[config.mk]
export PLATFORM = sky130hd
export DESIGN_NAME = cf_minibus_bridge
export DESIGN_NICKNAME = d
export VERILOG_FILES = /design/src/rtl/cf_minibus_pkg.sv /design/src/rtl/cf_card_detect.sv /design/src/rtl/cf_minibus_bridge.sv
export SDC_FILE = /design/constraint.sdc
export NUM_CORES = 1
export LEC_CHECK = 0
export ABC_AREA = 1
export CAP_MARGIN = 20
export CELL_PAD_IN_SITES_DETAIL_PLACEMENT = 2
export CELL_PAD_IN_SITES_GLOBAL_PLACEMENT = 2
export CORE_MARGIN = 4
export CORE_UTILIZATION = 25
export CTS_CLUSTER_DIAMETER = 30
export DETAILED_ROUTE_END_ITERATION = 16
export GPL_TIMING_DRIVEN = 0
export PLACE_DENSITY = 0.68
export REMOVE_ABC_BUFFERS = 1
export SYNTH_ARGS = -nofsm -noshare
export SYNTH_HDL_FRONTEND = slang
export SYNTH_SLANG_ARGS = --single-unit
[constraint.sdc]
create_clock -name clk -period 2.47 [get_ports clk]
set_input_delay 0.6175 -clock clk [delete_from_list [all_inputs] [get_ports clk]]
set_output_delay 0.6175 -clock clk [all_outputs]
set_load 0.02 [all_outputs]
[src/rtl/cf_minibus_pkg.sv]
// Shared types, defaults and helpers for the Minibus-to-CompactFlash bridge.
package cf_minibus_pkg;

    typedef enum logic [2:0] {
        ST_IDLE   = 3'd0,
        ST_SETUP  = 3'd1,
        ST_STROBE = 3'd2,
        ST_HOLD   = 3'd3,
        ST_DONE   = 3'd4
    } state_t;

    localparam logic [7:0] CF_ID_PRESENT = 8'hE5;
    localparam logic [7:0] CF_ID_ABSENT  = 8'hAD;

    localparam int STAT_PRESENT_BIT = 0;
    localparam int STAT_TIMEOUT_BIT = 1;
    localparam int STAT_BUSY_BIT    = 2;

    localparam int REG_SPACE_BIT = 13;
    localparam int CF_REG_BIT    = 12;

    // Width of a down-counter that must hold max_val; never narrower than 1 bit.
    function automatic int cnt_width(input int max_val);
        return (max_val < 1) ? 1 : $clog2(max_val + 1);
    endfunction

    function automatic logic [7:0] status_byte(input logic busy,
                                               input logic tmo,
                                               input logic present);
        logic [7:0] s;
        s                   = 8'h00;
        s[STAT_BUSY_BIT]    = busy;
        s[STAT_TIMEOUT_BIT] = tmo;
        s[STAT_PRESENT_BIT] = present;
        return s;
    endfunction

endpackage

[src/rtl/cf_card_detect.sv]
// Card detect synchroniser and debouncer, plus the stretched card reset
// that follows controller reset release and every card insertion.
module cf_card_detect
    import cf_minibus_pkg::*;
#(
    parameter int CD_DEB      = 16,
    parameter int RST_STRETCH = 64
) (
    input  logic       clk,
    input  logic       reset,
    input  logic [1:0] cf_cd,
    output logic       card_present,
    output logic       cf_reset
);

    localparam int DEB_W = cnt_width(CD_DEB);
    localparam int STR_W = cnt_width(RST_STRETCH);
    localparam logic [DEB_W-1:0] DEB_LOAD = DEB_W'(CD_DEB - 1);
    localparam logic [STR_W-1:0] STR_LOAD = STR_W'(RST_STRETCH);

    logic [1:0]       cd_meta;
    logic [1:0]       cd_sync;
    logic             raw_present;
    logic             deb_done;
    logic             insert;
    logic [DEB_W-1:0] deb_cnt;
    logic [STR_W-1:0] str_cnt;
    logic [STR_W-1:0] str_next;

    assign raw_present = (cd_sync == 2'b00);
    assign deb_done    = (raw_present != card_present) && (deb_cnt == '0);
    assign insert      = deb_done && raw_present;

    always_comb begin
        str_next = str_cnt;
        if (insert)
            str_next = STR_LOAD;
        else if (str_cnt != '0)
            str_next = str_cnt - STR_W'(1);
    end

    // Synchroniser resets to "absent" so the debouncer starts out agreeing.
    always_ff @(posedge clk or posedge reset) begin
        if (reset) begin
            cd_meta      <= 2'b11;
            cd_sync      <= 2'b11;
            card_present <= 1'b0;
            deb_cnt      <= DEB_LOAD;
            str_cnt      <= STR_LOAD;
            cf_reset     <= 1'b1;
        end else begin
            cd_meta <= cf_cd;
            cd_sync <= cd_meta;
            if ((raw_present == card_present) || deb_done)
                deb_cnt <= DEB_LOAD;
            else
                deb_cnt <= deb_cnt - DEB_W'(1);
            if (deb_done)
                card_present <= raw_present;
            str_cnt  <= str_next;
            cf_reset <= (str_next != '0);
        end
    end

endmodule

[src/rtl/cf_minibus_bridge.sv]
// Minibus-to-CompactFlash bridge: timed CF strobe sequencer with WAIT
// timeout, host completion handshake and a small ID/status register space.
//
// state  | meaning
// IDLE   | waiting for cs low; decode register / absent / CF access
// SETUP  | cf_ce low, address settling before the strobe
// STROBE | cf_oe or cf_we low; minimum width then WAIT extension
// HOLD   | strobe released, cf_ce still low
// DONE   | ack high until the host releases cs
module cf_minibus_bridge
    import cf_minibus_pkg::*;
#(
    parameter int         DATA_W      = 8,
    parameter int         HADDR_W     = 20,
    parameter int         CF_ADDR_W   = 11,
    parameter int         SETUP_CYC   = 1,
    parameter int         STROBE_CYC  = 3,
    parameter int         HOLD_CYC    = 1,
    parameter int         WAIT_TMO    = 255,
    parameter int         CD_DEB      = 16,
    parameter int         RST_STRETCH = 64,
    parameter logic [7:0] ID_PRESENT  = CF_ID_PRESENT,
    parameter logic [7:0] ID_ABSENT   = CF_ID_ABSENT
) (
    input  logic                 clk,
    input  logic                 reset,
    input  logic [HADDR_W-1:0]   address,
    input  logic                 cs,
    input  logic                 rw_b,
    input  logic [DATA_W-1:0]    data_in,
    output logic [DATA_W-1:0]    data_out,
    output logic                 data_oe,
    output logic                 ack,
    output logic                 cf_ce,
    output logic                 cf_oe,
    output logic                 cf_we,
    output logic                 cf_reg,
    output logic                 cf_reset,
    output logic [CF_ADDR_W-1:0] cf_address,
    output logic [DATA_W-1:0]    cf_data_out,
    output logic                 cf_data_oe,
    input  logic [DATA_W-1:0]    cf_data_in,
    input  logic                 cf_wait,
    input  logic [1:0]           cf_cd,
    output logic                 card_present,
    output logic                 timeout_err
);

    localparam int PH_MAX = (SETUP_CYC > STROBE_CYC)
                          ? ((SETUP_CYC > HOLD_CYC) ? SETUP_CYC : HOLD_CYC)
                          : ((STROBE_CYC > HOLD_CYC) ? STROBE_CYC : HOLD_CYC);
    localparam int PH_W = cnt_width(PH_MAX);
    localparam int WT_W = cnt_width(WAIT_TMO);

    localparam logic [PH_W-1:0] SETUP_LOAD  = PH_W'(SETUP_CYC - 1);
    localparam logic [PH_W-1:0] STROBE_LOAD = PH_W'(STROBE_CYC - 1);
    localparam logic [PH_W-1:0] HOLD_LOAD   = PH_W'(HOLD_CYC - 1);
    localparam logic [WT_W-1:0] WAIT_LOAD   = WT_W'(WAIT_TMO);

    state_t            state;
    logic [PH_W-1:0]   ph_cnt;
    logic [WT_W-1:0]   wt_cnt;
    logic              is_read;
    logic [1:0]        wait_sync;
    logic              wait_low;
    logic [7:0]        reg_byte;
    logic [DATA_W-1:0] reg_rdata;
    logic              unused_addr;

    // Only a few address bits are decoded; the rest are don't-care here.
    assign unused_addr = ^address;

    cf_card_detect #(
        .CD_DEB      (CD_DEB),
        .RST_STRETCH (RST_STRETCH)
    ) u_card_detect (
        .clk          (clk),
        .reset        (reset),
        .cf_cd        (cf_cd),
        .card_present (card_present),
        .cf_reset     (cf_reset)
    );

    always_ff @(posedge clk or posedge reset) begin
        if (reset)
            wait_sync <= 2'b11;
        else
            wait_sync <= {wait_sync[0], cf_wait};
    end

    assign wait_low = ~wait_sync[1];

    always_comb begin
        reg_byte  = address[0] ? status_byte(1'b0, timeout_err, card_present)
                               : (card_present ? ID_PRESENT : ID_ABSENT);
        reg_rdata = '0;
        reg_rdata[7:0] = reg_byte;
    end

    always_ff @(posedge clk or posedge reset) begin
        if (reset) begin
            state       <= ST_IDLE;
            ph_cnt      <= '0;
            wt_cnt      <= '0;
            is_read     <= 1'b0;
            ack         <= 1'b0;
            data_oe     <= 1'b0;
            data_out    <= '0;
            cf_ce       <= 1'b1;
            cf_oe       <= 1'b1;
            cf_we       <= 1'b1;
            cf_reg      <= 1'b0;
            cf_address  <= '0;
            cf_data_out <= '0;
            cf_data_oe  <= 1'b0;
            timeout_err <= 1'b0;
        end else begin
            case (state)
                ST_IDLE: begin
                    if (!cs) begin
                        is_read <= rw_b;
                        if (address[REG_SPACE_BIT]) begin
                            if (rw_b) begin
                                data_out <= reg_rdata;
                                if (address[0])
                                    timeout_err <= 1'b0;
                            end
                            state <= ST_DONE;
                        end else if (!card_present || cf_reset) begin
                            data_out <= '1;
                            state    <= ST_DONE;
                        end else begin
                            cf_address  <= address[CF_ADDR_W-1:0];
                            cf_reg      <= address[CF_REG_BIT];
                            cf_data_out <= data_in;
                            cf_ce       <= 1'b0;
                            ph_cnt      <= SETUP_LOAD;
                            state       <= ST_SETUP;
                        end
                    end
                end

                ST_SETUP: begin
                    if (ph_cnt == '0) begin
                        if (is_read) begin
                            cf_oe <= 1'b0;
                        end else begin
                            cf_we      <= 1'b0;
                            cf_data_oe <= 1'b1;
                        end
                        ph_cnt <= STROBE_LOAD;
                        wt_cnt <= WAIT_LOAD;
                        state  <= ST_STROBE;
                    end else begin
                        ph_cnt <= ph_cnt - PH_W'(1);
                    end
                end

                // Minimum width first; WAIT is only honoured once it has elapsed.
                ST_STROBE: begin
                    if (ph_cnt != '0) begin
                        ph_cnt <= ph_cnt - PH_W'(1);
                    end else if (wait_low && (wt_cnt != '0)) begin
                        wt_cnt <= wt_cnt - WT_W'(1);
                    end else begin
                        if (wait_low) begin
                            timeout_err <= 1'b1;
                            if (is_read)
                                data_out <= '1;
                        end else if (is_read) begin
                            data_out <= cf_data_in;
                        end
                        cf_oe  <= 1'b1;
                        cf_we  <= 1'b1;
                        ph_cnt <= HOLD_LOAD;
                        state  <= ST_HOLD;
                    end
                end

                ST_HOLD: begin
                    if (ph_cnt == '0) begin
                        cf_ce      <= 1'b1;
                        cf_data_oe <= 1'b0;
                        state      <= ST_DONE;
                    end else begin
                        ph_cnt <= ph_cnt - PH_W'(1);
                    end
                end

                // ack is guaranteed at least one cycle before cs release is honoured.
                ST_DONE: begin
                    if (!ack) begin
                        ack     <= 1'b1;
                        data_oe <= is_read;
                    end else if (cs) begin
                        ack     <= 1'b0;
                        data_oe <= 1'b0;
                        state   <= ST_IDLE;
                    end
                end

                default: state <= ST_IDLE;
            endcase
        end
    end

endmodule
# ---- Yosys cells after proc, flatten, opt, wreduce, memory -nomap -nowiden
# Cells that the tools add are included.
# Widths: inputs -> output; s select.
dict set report word_totals {
  ff_bits 69
  input_bits 43
  word_cells 155
}
dict set report op_classes {
  addsub 4
  eq_ne 28
  n_mux 66
  n_bitwise 4
  n_reduce_logical 31
}
# operator count
set ops {}
lappend ops {{$mux 8} 13}
lappend ops {{$ne 2x2->1 const B} 19}
lappend ops {{$pmux 8 s2} 2}
lappend ops {{$mux 3} 9}
lappend ops {{$mux 1} 24}
lappend ops {{$mux 7} 3}
lappend ops {{$pmux 3 s5} 1}
lappend ops {{$reduce_and 5->1} 3}
lappend ops {{$mux 2} 7}
lappend ops {{$reduce_and 7->1} 2}
lappend ops {{$reduce_bool 7->1} 2}
lappend ops {{$reduce_and 4->1} 3}
lappend ops {{$pmux 1 s2} 5}
lappend ops {{$reduce_bool 2->1} 5}
lappend ops {{$ne 3x3->1 const B} 3}
lappend ops {{$pmux 2 s4} 1}
lappend ops {{$reduce_and 8->1} 1}
lappend ops {{$reduce_bool 8->1} 1}
lappend ops {{$sub 8x1->8 const B} 1}
lappend ops {{$sub 7x1->7 const B} 1}
lappend ops {{$eq 3x2->1 const B} 2}
lappend ops {{$reduce_and 6->1} 1}
lappend ops {{$logic_not 5->1} 1}
lappend ops {{$mux 5} 1}
lappend ops {{other kinds (14)} 22}

# ---- Depth between registers and ports, before layout
# Gate-level depths: netlist of run 1.
dict set report logic_depth {
  word_depth 6
  ltp_mapped 11
}

# ---- Cells and area by module
# From an unflattened synthesis of run 1, not the netlist that was laid out.
dict set report unflattened {
  cells_unflattened 466
  area_unflattened_um2 3617.2
}
# mod n_inst cells_per_inst area_each_um2 seq_area_each_um2
set by_module_without_submodules {}
lappend by_module_without_submodules {cf_minibus_bridge 1 359 2726.4 1282.5}
lappend by_module_without_submodules {cf_card_detect 1 107 890.9 462.9}

# ---- Least setup slack after synthesis of run 1
# No wires, ideal clock.
dict set report synth_timing {
  kind {reg-to-reg}
  startpoint {register ph_cnt[0]}
  endpoint {register data_out[0]}
  arrival_ns 1.351
  required_time_ns 2.404
  setup_slack_ns 1.053
  stages_incl_launch_ff 10
  n_path_buf 1
  period_less_slack_ns 1.417
  path_cell_list {dfrtp_1 > inv_1 > ha_1 > inv_1 > nand2_1 > nand2_2 > nor2_4 > buf_6 > nand3_1 > nand2_1}
}
dict set report synth_via {
  elab_chain_len 3
}
# item line_no
set synth_rtl {}
lappend synth_rtl {{start: declaration} cf_minibus_bridge.sv:61} ;# logic [PH_W-1:0] ph_cnt;
lappend synth_rtl {{start signal: assignment} cf_minibus_bridge.sv:155} ;# ph_cnt <= ph_cnt - PH_W'(1);
lappend synth_rtl {{start signal: assignment} cf_minibus_bridge.sv:162} ;# ph_cnt <= ph_cnt - PH_W'(1);
lappend synth_rtl {{start signal: assignment} cf_minibus_bridge.sv:186} ;# ph_cnt <= ph_cnt - PH_W'(1);
lappend synth_rtl {{$reduce_bool 2->1} cf_minibus_bridge.sv:161} ;# if (ph_cnt != '0) begin
lappend synth_rtl {{$ne 2x2->1 (no line)} --}
lappend synth_rtl {{$reduce_and 7->1 (no line)} --}
lappend synth_rtl {{end signal: assignment} cf_minibus_bridge.sv:124} ;# data_out <= reg_rdata;
lappend synth_rtl {{end signal: assignment} cf_minibus_bridge.sv:171} ;# data_out <= cf_data_in;
lappend synth_rtl {{end: declaration} cf_minibus_bridge.sv:31} ;# output logic [DATA_W-1:0] data_out,
# Every way passes these cells.
# A chain may end at the register's enable or synchronous reset.

# ---- Worst setup path after layout of run 1
dict set report layout_timing {
  startpoint {input port address[13]}
  endpoint {register cf_address[5]}
}
dict set report layout_via {
  elab_chain_len 2
}
# item line_no
set layout_rtl {}
lappend layout_rtl {{start: declaration} cf_minibus_bridge.sv:27} ;# input logic [HADDR_W-1:0] address,
lappend layout_rtl {{$not 1->1 (no line)} --}
lappend layout_rtl {{$reduce_and 4->1 (no line)} --}
lappend layout_rtl {{end signal: assignment} cf_minibus_bridge.sv:133} ;# cf_address <= address[CF_ADDR_W-1:0];
lappend layout_rtl {{end: declaration} cf_minibus_bridge.sv:39} ;# output logic [CF_ADDR_W-1:0] cf_address,
# Every way passes these cells.

==> results of run 1 <==
[power groups by stage]
stage	combinational (W)	sequential, W	clock, W
CTS	0.00177	0.00158	0.00130
finish	0.00173	0.00157	0.00124
detailed placement	0.00174	0.00159	0
floorplan	0.000994	0.00168	0
global placement	0.00166	0.00159	0
global route	0.00197	0.00161	0.00134
[worst paths after layout]
check	start	endpoint	cells after the start
max reg2reg	state[0]	cf_address[5]	8
max	address[13]	cf_address[5]	7
min	u_card_detect.cd_meta[1]	u_card_detect.cd_sync[1]	0
min in group asynchronous	reset	cf_data_out[4]	2
max in group asynchronous	reset	u_card_detect.str_cnt[6]	3
min reg2reg	u_card_detect.cd_meta[1]	u_card_detect.cd_sync[1]	0
[area by class of cell]
type,count,area share (%)
Tap cell,176,4.66
Timing Repair Buffer,75,16.2
Clock inverter,1,0.106
Multi-Input combinational cell,319,32.4
Clock buffer,15,5.88
Sequential cell,69,37.0
Inverter,46,3.79
[metal layers]
metal | wire [µm] | vias up | part of all wire (%) | GRT usage, %
met1 | 4550 | 1610 | 41 | 16.2
li1 | - | 1556 | - | -
met2 | 5720 | 51 | 52 | 25.6
met3 | 587 | 12 | 5.3 | 4.62
met4 | 183 | 0 | 1.7 | 5.30
met5 | 0 | - | 0 | 0
[per-stage QoR]
| step | worst slack [ns] | area [µm²] | hold slack [ns] |
|---|---|---|---|
| floorplan | 0.137 | 3440 | 0.345 |
| global placement | -1.32 | 4390 | 0.347 |
| detailed placement | -0.410 | 4440 | 0.348 |
| CTS | 0.0763 | 4720 | 0.356 |
| global route | 0.0424 | 4720 | 0.362 |
| finish | 0.235 | 4720 | 0.354 |
[layout by cell type, fill, tap and decap left out, drive strengths merged, types with 9 or more instances in the layout]
cell           instances
clkdlybuf4s50         71
nand3                 38
ha                     9
clkbuf                15
o21ai                 50
nand2                156
inv                   45
dfstp                 15
dfrtp                 54
nor2                  42
[timing repair]
| action | 4_1_cts | 5_1_grt |
|---|---|---|
| gates resized for setup | 1 | 1 |
| gates cloned | 0 | 0 |
| endpoints found under the setup margin | 10 | 3 |
[cell families after synthesis]
group | synth area share, %
compound gates | 8.65
fa+ha+maj | 3.22
buf+inv | 6.65
flops | 49.9
xor+xnor | 1.75
simple gates | 29.9
==> impl_metrics.py, run 1 <==
metrics = {
    "layout": {
        "insertedDiodeCount": 0,
        "stdcell_count": 701,
        "nets": 572,
        "fillers": 1589,
        "largest-register": "cf_address",
        "multi_input_area_um2": 1530,
        "post-route-util_pct": 35.1,
        "areaGrowthSynthToFinish_pct": 34.9,
        "regArea_um2": 1750,
        "drive_gt1_share_pct": 9.33,
        "largest_reg_flops": 11,
    },
    "pwr": {
        "pwr_density_cell_nw_per_um2": 962,
        "max-vdd-ir-drop_mv": 0.378,
        "p_switching_w": 0.00174,
        "power_w": 0.00454,
        "power.leakage_nw": 2.34,
        "seq_power_share_pct": 34.6,
        "p_int_w": 0.00280,
        "power_frac_comb_pct": 38.1,
        "p_sw_share_pct": 38.3,
        "p_clk_share_pct": 27.3,
    },
    "synth": {
        "synth_top_cell_by_area": "dfrtp_1",
        "yosysSeqAreaShare_pct": 49.9,
        "netlist_area_um2": 3500,
        "ys_ff_latch": 69,
        "synthFlopType": "dfrtp_1",
        "synth_edf_count": 0,
        "syn_avg_cell_area_um2": 7.88,
        "yosys_warnings": 0,
        "synth_most_common_cell": "nand2_1",
        "synth_top_cells_by_area": "dfrtp_1 (39%), nand2_1 (16%), dfstp_2 (11%), o21ai_0 (6.7%), nand3_1 (5.4%)",
        "synthTopCellsByCount": "nand2_1 (149), dfrtp_1 (54), o21ai_0 (47), inv_1 (42)",
        "synthArstFlopShare_pct": 100,
        "synth_top_area_share_pct": 38.6,
        "ys_types": 27,
        "syn-instance-count": 444,
    },
    "worst_setup_path": {
        "path_max_fanout": 23,
        "required_ns": 2.74,
        "crit_type": "input port to flip-flop",
        "start_kind": "input port",
        "critPathMaxStageDelay_ns": 0.52,
        "ff2ff_setup_slack_ns": 0.30,
        "worstPathCellList": "clkdlybuf4s50_1, nor2_1, nand2_2, nor2_2, buf_6, nand2_1, nand2_1",
        "critPathTopFamily": "simple AND/OR/NAND/NOR gates",
        "path_common_cell": "nand2_1",
        "endpoint_kind": "flip-flop",
        "cp_slowest_cell": "nor2_2",
        "worstPathArrival_ns": 2.51,
        "crit_buf_inv": 2,
    },
    "route": {
        "drt_iter0_markers": 75,
        "drt-total-wl_mm": 11.0,
        "postRouteAntennaNets": 0,
        "viasPerCell": 4.61,
        "vias": 3229,
        "drc": 0,
        "routedWlPerCell_um": 15.8,
        "drt-pass1-iter-count": 4,
    },
    "clocking": {
        "clkTransAtPathRegs_ns": 0.05,
        "cts_max_level": 3,
        "root_buffer": "clkbuf_16",
        "cts_tree": "built",
        "cts.sink_count": 69,
        "post_cts_buffers": 0,
        "clkLatencyLatePin_ns": 0.34,
        "cts_buffers": 9,
        "holdBufCountCts": 0,
        "ctsLongestPathBuffers": 2,
    },
    "die": {
        "die_h_um": 126,
        "design.core.area_um2": 13500,
        "initial_core_util_pct": 26.0,
        "dieArea_um2": 16000,
        "num_rows": 42,
        "io_pins": 80,
        "die_w_um": 126,
    },
    "sta": {
        "finalSetupViolCount": 0,
        "finalHoldViolations": 0,
        "slew_headroom_pct": 41.5,
        "rsz0062_at_grt": "false",
        "finalCritPeriodShare_pct": 90.5,
        "drv_slew": 0,
        "fin_crit_ns": 2.24,
        "worst_pin_slew_ns": 0.877,
        "setup_tns_ns": 0,
        "max_freq_mhz": 447,
        "fin_skew_ns": 0.00607,
    },
    "global_route": {
        "grt_pass1_wl_mm": 18.4,
        "antenna_found_initial": 0,
        "grt_pass1_vias": 3685,
        "gr-usage-all-layers_pct": 14.4,
        "gr-total-overflow": 0,
        "grt_max_degree": 40,
    },
    "placement": {
        "globalplace.congestion": 0.749,
        "placed_cells": 685,
        "portBuffers": 72,
        "dp_hpwl_mm": 8.23,
    },
    "min_path": {
        "min_path_type": "flip-flop to flip-flop",
    },
    "run_status": {
        "status": "complete, no violations",
    },
    "flow_run": {
        "cap_violations": 0,
    },
}
Power figures use the tool's default switching activity.
==> run 2, diff against run 1 <==
--- a/config.mk
+++ b/config.mk
@@ -15,6 +15,7 @@
 export DETAILED_ROUTE_END_ITERATION = 16
 export GPL_TIMING_DRIVEN = 0
 export PLACE_DENSITY = 0.68
+export RECOVER_POWER = 25
 export REMOVE_ABC_BUFFERS = 1
 export SYNTH_ARGS = -nofsm -noshare
 export SYNTH_HDL_FRONTEND = slang
==> constraint.sdc (replaced) <==
create_clock -name clk -period 2.47 [get_ports clk]
set_input_delay 0.741 -clock clk [delete_from_list [all_inputs] [get_ports clk]]
set_output_delay 0.741 -clock clk [all_outputs]
set_load 0.02 [all_outputs]
==> impl_metrics.py, run 2 (same netlist as run 1, synthesis figures left out) <==
metrics = {
    "run_status": {
        "status": "complete, no violations",
    },
    "pwr": {
        "p_clk_share_pct": 27.4,
        "max-vdd-ir-drop_mv": 0.378,
        "power.leakage_nw": 2.33,
        "seq_power_share_pct": 34.6,
        "p_sw_share_pct": 38.4,
        "power_w": 0.00455,
        "p_int_w": 0.00280,
        "p_switching_w": 0.00174,
        "pwr_density_cell_nw_per_um2": 962,
        "power_frac_comb_pct": 38.0,
    },
    "route": {
        "routedWlPerCell_um": 15.8,
        "drt_iter0_markers": 78,
        "drt-total-wl_mm": 11.0,
        "vias": 3227,
        "viasPerCell": 4.60,
        "drc": 0,
        "drt-pass1-iter-count": 4,
        "postRouteAntennaNets": 0,
    },
    "sta": {
        "fin_crit_ns": 2.28,
        "worst_pin_slew_ns": 1.33,
        "max_freq_mhz": 439,
        "setup_ws_ns": 0.190,
        "finalSetupViolCount": 0,
        "drv_slew": 0,
        "finalHoldViolations": 0,
        "slew_headroom_pct": 11.4,
        "rsz0062_at_grt": "false",
        "finalCritPeriodShare_pct": 92.3,
        "fin_skew_ns": 0.00880,
    },
    "global_route": {
        "grt_pass1_wl_mm": 18.4,
        "gr-usage-all-layers_pct": 14.4,
        "grt_pass1_vias": 3686,
        "antenna_found_initial": 0,
        "gr-total-overflow": 0,
        "grt_max_degree": 40,
    },
    "layout": {
        "most-common-layout-cells": "nand2_1 (149), clkdlybuf4s50_1 (67), dfrtp_1 (54)",
        "largest_reg_flops": 11,
        "largest-register": "cf_address",
        "drive_gt1_share_pct": 9.14,
        "nets": 572,
        "layout_commonest_cell": "nand2_1",
        "post-route-util_pct": 35.1,
        "areaGrowthSynthToFinish_pct": 34.9,
        "insertedDiodeCount": 0,
        "fillers": 1590,
    },
    "worst_setup_path": {
        "endpoint_kind": "flip-flop",
        "start_kind": "input port",
        "worstPathArrival_ns": 2.50,
        "r2r-end": "cf_address[5]",
        "reg2reg_from": "state[0]",
        "path_max_fanout": 23,
        "required_ns": 2.69,
        "cp_slowest_cell": "clkdlybuf4s50_1",
        "ff2ff_setup_slack_ns": 0.45,
        "critPathMaxStageDelay_ns": 0.57,
        "reg2regPathDepth": 8,
        "path_common_cell": "nand2_1",
        "crit_type": "input port to flip-flop",
        "worstPathCellList": "clkdlybuf4s50_1, nor2_1, nand2_2, nand2_1, nor2_4, nand2_4, nand2_1, nand2_1",
    },
    "die": {
        "initial_core_util_pct": 26.0,
        "num_rows": 42,
        "dieArea_um2": 16000,
        "die_w_um": 126,
        "io_pins": 80,
        "die_h_um": 126,
        "design.core.area_um2": 13500,
    },
    "clocking": {
        "cts.sink_count": 69,
        "cts_buffers": 9,
        "cts_tree": "built",
        "post_cts_buffers": 0,
        "clkLatencyLatePin_ns": 0.34,
        "ctsLongestPathBuffers": 2,
        "cts_max_level": 3,
        "root_buffer": "clkbuf_16",
        "holdBufCountCts": 0,
        "clkTransAtPathRegs_ns": 0.05,
    },
    "min_path": {
        "min_to": "u_card_detect.cd_sync[1]",
        "min_path_type": "flip-flop to flip-flop",
        "hold-path-cell-count": 0,
        "hp-start": "u_card_detect.cd_meta[1]",
    },
    "placement": {
        "portBuffers": 72,
        "dp_hpwl_mm": 8.23,
        "place_ws_ns": -0.534,
        "globalplace.congestion": 0.749,
    },
    "flow_run": {
        "cap_violations": 0,
    },
}
==> run 2: final cells by class <==
| class | instances | area, µm² | area share (%) |
|---|---|---|---|
| Sequential cell | 69 | 1750 | 37.0 |
| Multi-Input combinational cell | 319 | 1540 | 32.5 |
| Timing Repair Buffer | 75 | 763 | 16.2 |
| Clock buffer | 15 | 278 | 5.88 |
| Tap cell | 176 | 220 | 4.66 |
| Inverter | 46 | 176 | 3.74 |
| Clock inverter | 1 | 5.00 | 0.106 |
==> run 2: layer usage <==
layer / track usage, % / up-vias / routed length (µm)
li1: - / 1556 / -
met1: 16.2 / 1608 / 4570
met2: 25.6 / 51 / 5710
met3: 4.58 / 12 / 587
met4: 5.30 / 0 / 183
met5: 0 / - / 0
==> run 2: worst max-delay path, delay by kind of cell <==
kind / cells / cell delay [ns]
simple gates: 7 / 1.19
buf+inv: 1 / 0.57
==> run 2: per-stage QoR <==
step / cell area [µm²] / cells / hold slack, ns / TNS, ns
2_1_floorplan: 3440 / 434 / 0.345 / 0
3_3_place_gp: 4390 / 682 / 0.347 / -108.71
3_5_place_dp: 4440 / 685 / 0.348 / -12.87
4_1_cts: 4720 / 701 / 0.356 / 0
5_1_grt: 4720 / 701 / 0.362 / 0
6_report: 4720 / 701 / 0.354 / 0
==> run 2: timing repair <==
item | in CTS | in global routing
hold endpoints to repair | 0 | 0
resized for setup | 2 | 2
endpoints found under the setup margin | 21 | 10
==> run 2: power groups by stage <==
stage / sequential [W] / clock [W] / combinational (W)
4_1_cts: 0.00158 / 0.00130 / 0.00177
5_1_grt: 0.00161 / 0.00134 / 0.00197
2_1_floorplan: 0.00168 / 0 / 0.000994
3_5_place_dp: 0.00159 / 0 / 0.00174
3_3_place_gp: 0.00159 / 0 / 0.00166
6_report: 0.00157 / 0.00125 / 0.00173
==> run 2: worst max path at each step <==
stage / startpoint / end / cells past startpoint
2_1_floorplan: reset / ack / 1
3_3_place_gp: reset / ph_cnt[1] / 2
3_5_place_dp: address[13] / cf_address[10] / 7
4_1_cts: address[13] / cf_address[10] / 7
5_1_grt: address[13] / data_out[7] / 8
6_report: address[13] / data_out[6] / 8
==> run 3, diff against run 2 <==
--- a/config.mk
+++ b/config.mk
@@ -14,9 +14,10 @@
 export CTS_CLUSTER_DIAMETER = 30
 export DETAILED_ROUTE_END_ITERATION = 16
 export GPL_TIMING_DRIVEN = 0
-export PLACE_DENSITY = 0.68
+export PLACE_DENSITY_LB_ADDON = 0.1
 export RECOVER_POWER = 25
 export REMOVE_ABC_BUFFERS = 1
+export SETUP_SLACK_MARGIN = 0.2
 export SYNTH_ARGS = -nofsm -noshare
 export SYNTH_HDL_FRONTEND = slang
 export SYNTH_SLANG_ARGS = --single-unit
==> impl_metrics.py, run 3 (same netlist as run 1, synthesis figures left out) <==
metrics = {
    "route": {
        "drt-pass1-iter-count": 3,
        "vias": 3156,
        "routedWlPerCell_um": 15.3,
        "viasPerCell": 4.50,
        "drt_iter0_markers": 79,
        "drt-total-wl_mm": 10.7,
        "postRouteAntennaNets": 0,
        "drc": 0,
    },
    "die": {
        "io_pins": 80,
        "dieArea_um2": 16000,
        "initial_core_util_pct": 26.0,
        "num_rows": 42,
        "die_h_um": 126,
        "design.core.area_um2": 13500,
        "die_w_um": 126,
    },
    "sta": {
        "finalHoldViolations": 0,
        "finalSetupViolCount": 0,
        "finalCritPeriodShare_pct": 89.6,
        "slew_headroom_pct": 57.6,
        "max_freq_mhz": 452,
        "rsz0062_at_grt": "false",
        "drv_slew": 0,
        "setup_tns_ns": 0,
        "fin_skew_ns": 0.00793,
        "worst_pin_slew_ns": 0.633,
        "fin_crit_ns": 2.21,
    },
    "global_route": {
        "grt_pass1_wl_mm": 18.1,
        "gr-usage-all-layers_pct": 14.2,
        "antenna_found_initial": 0,
        "gr-total-overflow": 0,
        "grt_max_degree": 59,
        "grt_pass1_vias": 3629,
    },
    "pwr": {
        "power_w": 0.00462,
        "max-vdd-ir-drop_mv": 0.408,
        "pwr_density_cell_nw_per_um2": 971,
        "power.leakage_nw": 2.34,
    },
    "worst_setup_path": {
        "critPathMaxStageDelay_ns": 0.60,
        "critPathTopFamily": "buffers and inverters",
        "crit_buf_inv": 1,
        "start_kind": "flip-flop",
        "worstPathCellList": "clkdlybuf4s50_1",
        "cp_slowest_cell": "clkdlybuf4s50_1",
        "path_max_fanout": 2,
        "endpoint_kind": "primary output",
        "crit_type": "flip-flop to primary output",
        "required_ns": 1.73,
        "worstPathArrival_ns": 1.47,
    },
    "clocking": {
        "clkTransAtPathRegs_ns": 0.06,
        "cts_max_level": 3,
        "cts_tree": "built",
        "post_cts_buffers": 0,
        "holdBufCountCts": 0,
        "root_buffer": "clkbuf_16",
        "cts.sink_count": 69,
        "ctsLongestPathBuffers": 2,
        "clkLatencyLatePin_ns": 0.34,
        "cts_buffers": 9,
    },
    "layout": {
        "drive_gt1_share_pct": 10.1,
        "layout_commonest_cell": "nand2_1",
        "largest_reg_flops": 11,
        "areaGrowthSynthToFinish_pct": 35.8,
        "largest-register": "cf_address",
        "insertedDiodeCount": 0,
        "most-common-layout-cells": "nand2_1 (149), clkdlybuf4s50_1 (67), dfrtp_1 (54)",
        "nets": 572,
        "fillers": 1546,
    },
    "run_status": {
        "status": "complete, no violations",
    },
    "placement": {
        "portBuffers": 72,
        "globalplace.congestion": 0.764,
        "dp_hpwl_mm": 8.03,
    },
    "min_path": {
        "min_path_type": "flip-flop to flip-flop",
    },
    "flow_run": {
        "cap_violations": 0,
    },
}
-- run 3: changes by cell type in the layout (fill, tap and decap cells not counted), sizes merged --
cell,previous run,this run
clkdlybuf4s15,1,0
bufinv,0,1
clkinvlp,0,3
clkbuf,15,11
clkinv,2,3
-- run 3: what timing repair did --
action,CTS,global route
gates resized for setup,4,2
pin swaps,0,0
endpoints found under the setup margin,31,5
gates cloned,0,0
-- run 3: layout make-up --
cell class / instances / area [µm²] / share of cell area [%]
sequential: 69 / 1750 / 36.7
clock inverter: 6 / 71.3 / 1.50
multi-input combinational: 319 / 1540 / 32.4
inverter: 46 / 178 / 3.74
timing repair buffer: 75 / 762 / 16.0
tap: 176 / 220 / 4.63
clock buffer: 10 / 239 / 5.02
-- run 3: metal layers --
layer	up-vias	global-route usage, %	part of all wire (%)
li1	1561	-	-
met1	1551	15.6	41
met2	36	26.5	54
met3	8	4.33	3.1
met4	0	3.60	1.2
met5	-	0	0
-- run 3: final timing paths --
| path | startpoint | endpoint | slack, ns | cells past startpoint |
|---|---|---|---|---|
| setup / recovery | u_card_detect.cf_reset | cf_reset | 0.26 | 1 |
| hold / removal | u_card_detect.cd_meta[1] | u_card_detect.cd_sync[1] | 0.36 | 0 |
| setup reg to reg | state[0] | cf_address[2] | 0.65 | 8 |
| hold reg to reg | u_card_detect.cd_meta[1] | u_card_detect.cd_sync[1] | 0.36 | 0 |
| max in group asynchronous | reset | cf_we | 0.84 | 3 |
| min in group asynchronous | reset | u_card_detect.str_cnt[2] | 0.90 | 2 |
-- run 3: stage by stage --
| stage | std cells | util, % | worst slack, ns | hold WS (ns) | cell area (µm²) |
|---|---|---|---|---|---|
| final | 701 | 35.4 | 0.256 | 0.357 | 4760 |
| after global routing | 701 | 35.4 | 0.212 | 0.361 | 4760 |
| after CTS | 701 | 35.4 | 0.137 | 0.360 | 4760 |
| after detailed placement | 685 | 33.0 | -0.421 | 0.350 | 4440 |
| after global placement | 682 | 32.6 | -1.48 | 0.347 | 4390 |
| after floorplan | 434 | - | 0.0140 | 0.345 | 3440 |
-- run 3: power breakdown --
group          leakage [nW]  switching, W  internal [W]  total [W]
sequential            0.873      0.000179       0.00139    0.00157
clock                 0.145      0.000522      0.000816    0.00134
combinational          1.32       0.00106      0.000644    0.00171
total                  2.34       0.00176       0.00285    0.00462
